## config.mk

```make
export PLATFORM = sky130hd
export DESIGN_NAME = pipe_id_scoreboard
export DESIGN_NICKNAME = d
export VERILOG_FILES = /design/src/rtl/pipe_id_scoreboard.sv
export SDC_FILE = /design/constraint.sdc
export NUM_CORES = 1
export LEC_CHECK = 0
export ABC_CLOCK_PERIOD_IN_PS = 6700
export CORE_MARGIN = 5
export CORE_UTILIZATION = 55
export DETAILED_ROUTE_END_ITERATION = 16
export GPL_ROUTABILITY_DRIVEN = 0
export PLACE_DENSITY = 0.79
export SLEW_MARGIN = 25
export SYNTH_ARGS = -nofsm -noshare
export SYNTH_HDL_FRONTEND = slang
export SYNTH_SLANG_ARGS = --single-unit
```

## constraint.sdc

```tcl
create_clock -name mem_clock -period 6.7 [get_ports mem_clock]
set_input_delay 1.34 -clock mem_clock [delete_from_list [all_inputs] [get_ports mem_clock]]
set_output_delay 1.34 -clock mem_clock [all_outputs]
set_load 0.01 [all_outputs]
```

## src/rtl/pipe_id_scoreboard.sv

```systemverilog
// ID-stage register scoreboard: one latency counter per architectural register.
// Detects RAW and WAW hazards for the instruction in ID, stalls the front end,
// and counts stall cycles.
module pipe_id_scoreboard #(
   parameter int REG_AW = 5,
   parameter int LAT_W  = 3,
   parameter int PC_W   = 16
) (
   input  logic              mem_clock,
   input  logic              resetn,
   input  logic              id_valid,
   input  logic [REG_AW-1:0] id_rs,
   input  logic [REG_AW-1:0] id_rt,
   input  logic              id_use_rs,
   input  logic              id_use_rt,
   input  logic              id_wreg,
   input  logic [REG_AW-1:0] id_wn,
   input  logic [LAT_W-1:0]  id_lat,
   input  logic              flush,
   output logic              wpcir,
   output logic              ID_bubble,
   output logic              issue,
   output logic              pending_any,
   output logic [PC_W-1:0]   stall_count
);

   localparam int NREG = 2 ** REG_AW;

   // cycles remaining until each register's in-flight result is forwardable
   logic [LAT_W-1:0] cnt [NREG];

   logic raw, waw, stall, load_en;

   // hazard detection; slot 0 is held at zero so r0 never raises a hazard
   always_comb begin
      raw = (id_use_rs && (cnt[id_rs] != '0)) ||
            (id_use_rt && (cnt[id_rt] != '0));
      // a younger write must not finish before an older one to the same register
      waw = id_wreg && (id_wn != '0) && (cnt[id_wn] > id_lat);
      stall   = id_valid && !flush && (raw || waw);
      issue   = id_valid && !flush && !stall;
      load_en = issue && id_wreg && (id_wn != '0);
   end

   assign wpcir     = ~stall;
   assign ID_bubble = issue;

   // per-register countdown; an issuing write reloads its destination
   always_ff @(posedge mem_clock or negedge resetn) begin
      if (!resetn) begin
         for (int r = 0; r < NREG; r++) cnt[r] <= '0;
      end else begin
         for (int r = 0; r < NREG; r++) begin
            if (r == 0)
               cnt[r] <= '0;
            else if (load_en && (id_wn == REG_AW'(r)))
               cnt[r] <= id_lat;
            else if (cnt[r] != '0)
               cnt[r] <= cnt[r] - LAT_W'(1);
         end
      end
   end

   // any result still in flight, from registered state only
   always_comb begin
      pending_any = 1'b0;
      for (int r = 1; r < NREG; r++)
         if (cnt[r] != '0) pending_any = 1'b1;
   end

   // saturating stall-cycle performance counter
   always_ff @(posedge mem_clock or negedge resetn) begin
      if (!resetn)
         stall_count <= '0;
      else if (stall && (stall_count != '1))
         stall_count <= stall_count + PC_W'(1);
   end

endmodule

```

## Yosys cells after proc, flatten, opt, wreduce, memory -nomap -nowiden

Cells that the tools add are included.

| operators by class | value |
|---|---|
| add/subtract/negate cells | 32 |
| order comparisons | 4 |
| reductions and logical operators | 110 |
| muxes and demuxes | 102 |
| eq/ne operators | 32 |
| bitwise logic cells | 4 |

Operators by type and width:

| cell | number |
|---|---|
| $mux W3 | 68 |
| $reduce_bool A3 Y1 | 33 |
| $sub A3 B1 Y3 const B | 31 |
| $eq A5 B5 Y1 const B | 16 |
| $reduce_bool A2 Y1 | 31 |
| $bmux W3 S5 | 3 |
| $logic_and A1 B1 Y1 | 41 |
| $eq A5 B4 Y1 const B | 8 |
| $mux W1 | 31 |
| $eq A5 B3 Y1 const B | 4 |
| $ge A6 B6 Y1 const B | 3 |
| $not A5 Y6 | 3 |
| $add A16 B1 Y16 const B | 1 |
| $ne A16 B16 Y1 const B | 1 |
| $eq A5 B2 Y1 const B | 2 |
| $eq A5 B1 Y1 const B | 1 |
| $reduce_bool A5 Y1 | 1 |
| $gt A3 B3 Y1 | 1 |
| $logic_not A1 Y1 | 2 |
| $logic_or A1 B1 Y1 | 2 |
| $not A1 Y1 | 1 |

| word-level totals | value |
|---|---|
| input bits | 25 |
| logic and storage cells | 316 |
| register bits | 109 |

## Depth between registers and ports, before layout

Gate-level depths: netlist of run 1.

| logic depth | value |
|---|---|
| word-level depth | 32 |
| depth in mapped cells | 19 |
| mapped depth without buffers | 14 |

## Worst setup path after synthesis of run 1

No wires, ideal clock.

| timing path | value |
|---|---|
| kind | in2out |
| start point | input id_wn[0] |
| end point | output issue |
| setup slack | 0.254 ns |
| stages on the path | 18 |
| path buffers | 7 |
| arrival | 5.106 ns |
| cells stage by stage | buf_2 -> buf_2 -> clkbuf_1 -> mux4_2 -> mux4_2 -> mux2_2 -> ha_1 -> nor2b_1 -> o21ai_0 -> a221oi_1 -> a21oi_1 -> o311a_1 -> o41ai_4 -> buf_6 -> buf_8 -> buf_6 -> nor2_1 -> buf_4 |

| between the ends | value |
|---|---|
| longest elaborated chain between the ends | 10 |

Ends and longest elaborated chain:

| item | line | source |
|---|---|---|
| start: declaration | 17 | `input logic [REG_AW-1:0] id_wn,` |
| $not A5 Y6 (implied by the code) | 39 | `waw = id_wreg && (id_wn != '0) && (cnt[id_wn] > id_lat);` |
| $bmux W3 S5 | 39 |  |
| $mux W3 (implied by the code) (2 in a row) | 39 |  |
| $gt A3 B3 Y1 | 39 |  |
| $logic_and A1 B1 Y1 (*) | 39 |  |
| $logic_or A1 B1 Y1 (*) | 40 | `stall = id_valid && !flush && (raw \|\| waw);` |
| $logic_and A1 B1 Y1 (*) | 40 |  |
| $logic_not A1 Y1 (*) | 41 | `issue = id_valid && !flush && !stall;` |
| $logic_and A1 B1 Y1 (*) | 41 |  |
| end: declaration | 22 | `output logic issue,` |

Every way passes the cells marked *; elsewhere a longest branch is shown, timed or not. The select of a mux whose other input is x is not followed.

## Worst setup path after layout of run 1

| timing path | value |
|---|---|
| start point | input id_wn[0] |
| end point | output wpcir |

| between the ends | value |
|---|---|
| longest elaborated chain between the ends | 9 |

Ends and longest elaborated chain:

| item | line | source |
|---|---|---|
| $not A5 Y6 (implied by the code) | 39 |  |
| $bmux W3 S5 | 39 |  |
| $mux W3 (implied by the code) (2 in a row) | 39 |  |
| $gt A3 B3 Y1 | 39 |  |
| $logic_and A1 B1 Y1 (*) | 39 |  |
| $logic_or A1 B1 Y1 (*) | 40 |  |
| $logic_and A1 B1 Y1 (*) | 40 |  |
| $not A1 Y1 (*) | 45 | `assign wpcir = ~stall;` |
| end: declaration | 20 | `output logic wpcir,` |

Marks and branches as above.

==> results.yml, run 1 <==
clocking:
  cts_tree: "built"
  holdBufCountCts: 0
  worst_skew_pair.late_latency_ns: 0.36
  ctsLongestPathBuffers: 2
  h-tree-depth: 3
  numCtsBuffers: 9
  cts.sinks: 109
  ctsRootBufferMaster: "clkbuf_16"
  path_clk_slew_ns: 0.08
  post_cts_buffers: 0
worst_hold_path:
  hold_path_depth: 1
  min_path_type: "reg2reg"
  holdPathEnd: "stall_count[10]$_DFFE_PN0P_"
  min-delay-start: "stall_count[10]$_DFFE_PN0P_"
detailed_routing:
  wl_per_cell_um: 21.8
  antenna_left: 0
  drt_first_pass_iters: 5
  num_vias: 6790
  drc: 0
  vias_per_cell: 6.39
  wl_um: 23200
  drt_iter0_markers: 808
power_and_ir_drop:
  power_density_nw_per_um2: 430
  p_clk_share_pct: 15.0
  p_leak_nw: 3.94
  peakVddDrop_uv: 166
  comb_power_share_pct: 49.4
  power.share.sequential_pct: 35.6
  power_switching_share_pct: 43.2
  power_switching_mw: 1.76
  p_int_mw: 2.32
timing:
  setup_slack_ns: 0.316
  final_hold_viol_count: 0
  period_needed_ns: 6.38
  setup_violations: 0
  tightest_slew_ns: 0.912
  setup_tns_ns: 0
  slew_headroom_pct: 39.0
  fmax_mhz: 157
  rsz0062_at_grt: "false"
  slew_violations: 0
  skew_ns: 0.0135
  fin_crit_sh_pct: 95.3
setup_path:
  endpoint_kind: "output pin"
  crit_path_cell_trace: "buf_2 > buf_4 > mux4_2 > mux4_2 > mux2_2 > ha_1 > o21ai_0 > a221oi_1 > a21oi_1 > o311a_1 > o41ai_4 > nand2_1 > clkdlybuf4s50_1"
  critPathLaunchType: "primary input"
  cp_top_family: "multiplexers"
  rrSetupSlack_ns: 2.30
  worstPathRequired_ns: 5.36
  cpMostUsedCell: "mux4_2"
  reg2reg_depth: 13
  regToRegEndpoint: "stall_count[1]$_DFFE_PN0P_"
  cpMaxStageDelayCell: "mux4_2"
  r2r-start: "cnt[70]$_DFFE_PN0P_"
  arrival_ns: 5.04
  max_stage_delay_ns: 0.52
  criticalPathCategory: "in2out"
  cp_max_fo: 18
  crit_buf_inv: 3
die:
  ios: 45
  initial_utilization_pct: 56.2
  die_w_um: 135
  core_um2: 15200
  fp.dieH_um: 135
  die_area_um2: 18100
  rows: 45
global_route:
  grt_pass1_wl_um: 36700
  track_usage_pct: 26.1
  grt_max_degree: 71
  antenna_found_initial: 0
  overflow: 0
  grt_pass1_vias: 6683
synthesis:
  yosys.area.top_type: "dfrtp_1"
  synth_fp_nets: 929
  synthTopCellsByArea: "dfrtp_1, mux2i_1, ha_1"
  yosysTopAreaCellShare_pct: 31.9
  synth_flop_cell: "dfrtp_1"
  synth-seq-cells: 109
  yosysSeqAreaShare_pct: 31.9
  synth_edf_count: 0
  synthArstFlopShare_pct: 100
  synth_warnings: 0
  yosysUniqueCellTypes: 57
  synthCells: 838
  synth_area_per_cell_um2: 10.2
  synth_area_um2: 8550
final_layout:
  drive_above_1_share_pct: 11.9
  fill_cells: 1252
  antenna_cells: 0
  final_net_count: 960
  syn_to_final_growth_pct: 11.0
placed_design:
  port_buffers: 44
  dpl.hpwl_um: 16800
  dp_slack_ns: 0.118
outcome:
  status: "finished, final reports clean"
flow_run:
  cap_violations: 0
worst register-to-register path: cells and delay by family (launching register included):
kind	cells	cell delay, ns
buffers and inverters	1	0.68
flip-flops	1	0.51
multiplexers	4	1.59
adder cells (fa/ha/maj)	1	0.29
AND/OR/NAND/NOR	2	0.45
AO/OA/AOI/OAI	5	0.77
worst max-delay path by stage:
stage,depth (start not counted),start,to,slack [ns]
after floorplan,18,id_wn[0],issue,0.25
after global placement,14,id_wn[1],ID_bubble,0.21
after detailed placement,14,id_wn[1],ID_bubble,0.12
after CTS,14,id_wn[1],ID_bubble,0.1
after global routing,14,id_wn[0],ID_bubble,0.08
final,13,id_wn[0],wpcir,0.32
layout make-up:
type	instances	area (µm²)	share of cell area (%)
Timing Repair Buffer	54	541	5.70
Sequential cell	109	2730	28.7
Clock buffer	9	225	2.37
Multi-Input combinational cell	625	5380	56.7
Tap cell	188	235	2.48
Inverter	70	263	2.77
Clock inverter	7	116	1.23
cells by family (layout without fill, tap and decap cells):
group,Yosys count,in the layout,synth area share [%]
mux,163,163,24.0
flops,109,109,31.9
xor+xnor,45,45,4.61
buf+inv,104,140,5.20
compound gates,81,81,6.41
fa+ha+maj,66,66,9.66
simple gates,270,270,18.2
synthesized netlist by cell type (3+ instances only):
master,instances
dfrtp_1,109
mux2i_1,94
inv_1,69
ha_1,66
nand2_1,48
nor2_1,48
xnor2_1,44
mux2_1,32
nand2b_1,31
o21ai_0,31
mux4_2,29
nor3_1,27
nor3_2,27
nor4_1,18
a21oi_1,16
clkbuf_1,16
nor2b_1,14
nand4_1,13
nand3_1,12
and3_1,10
or3_1,8
buf_2,7
buf_4,5
mux2_2,5
o22ai_1,5
a211oi_1,3
a22o_1,3
buf_1,3
mux2_4,3
nand3b_1,3
o311ai_0,3
stage by stage:
stage	hold slack (ns)	area, µm²	utilization (%)	cells	power [mW]
after floorplan	0.518	8550	-	838	2.85
after global placement	0.482	9120	60.0	1045	3.31
after detailed placement	0.478	9120	60.0	1045	3.41
after CTS	0.497	9460	62.2	1061	4.05
after global routing	0.521	9490	62.4	1062	4.40
final	0.491	9490	62.4	1062	4.08
registers in the layout (all words and copies together), names as in the netlist:
register	cells
stall_count	16
cnt	93
routing by layer:
layer  vias to the layer above  GRT usage [%]  wire length [µm]
met4                         0           10.0               898
met2                       353           40.5             10600
met3                        71           8.12              2390
met5                         -              0                 0
met1                      3307           34.2              9290
li1                       3059              -                 -
placed cells by master, fill, tap and decap left out, types with 3 or more instances in the layout:
| master | instances |
|---|---|
| dfrtp_1 | 109 |
| a211oi_1 | 3 |
| nand3b_1 | 3 |
| ha_1 | 66 |
| clkdlybuf4s50_1 | 41 |
| nor3_2 | 27 |
| nand2b_1 | 31 |
| mux2_1 | 32 |
| nor3_1 | 27 |
| nand3_1 | 12 |
| or3_1 | 8 |
| a22o_1 | 3 |
| mux2_2 | 5 |
| buf_4 | 9 |
| nand4_1 | 13 |
| mux4_2 | 29 |
| clkbuf_16 | 10 |
| nor4_1 | 18 |
| o22ai_1 | 5 |
| and3_1 | 10 |
| o311ai_0 | 3 |
| inv_1 | 69 |
| nor2_1 | 47 |
| mux2_4 | 3 |
| o21ai_0 | 31 |
| nor2b_1 | 14 |
| xnor2_1 | 44 |
| a21oi_1 | 16 |
| mux2i_1 | 94 |
| nand2_1 | 48 |
power by group through the flow:
| stage | Sequential (mW) | Combinational (mW) | Clock, mW |
|---|---|---|---|
| 2_1_floorplan | 1.23 | 1.62 | 0 |
| 3_3_place_gp | 1.43 | 1.89 | 0 |
| 3_5_place_dp | 1.43 | 1.98 | 0 |
| 4_1_cts | 1.42 | 2.01 | 0.622 |
| 5_1_grt | 1.48 | 2.27 | 0.650 |
| 6_report | 1.45 | 2.01 | 0.611 |
repair_timing:
| action | in CTS | in global routing |
|---|---|---|
| endpoints found under the setup margin | 0 | 2 |
| endpoints found under the hold margin | 0 | 0 |
| gates resized for setup | 0 | 2 |
No activity file was read; power rests on OpenSTA's default activity.
==> inputs of run 2 (changes only) <==
--- a/config.mk
+++ b/config.mk
@@ -8,6 +8,7 @@
 export ABC_CLOCK_PERIOD_IN_PS = 6700
 export CORE_MARGIN = 5
 export CORE_UTILIZATION = 55
+export CTS_CLUSTER_DIAMETER = 60
 export DETAILED_ROUTE_END_ITERATION = 16
 export GPL_ROUTABILITY_DRIVEN = 0
 export PLACE_DENSITY = 0.79
==> results of run 2 <==
Same layout as run 1: the final DEF is identical, and so are final timing and power.
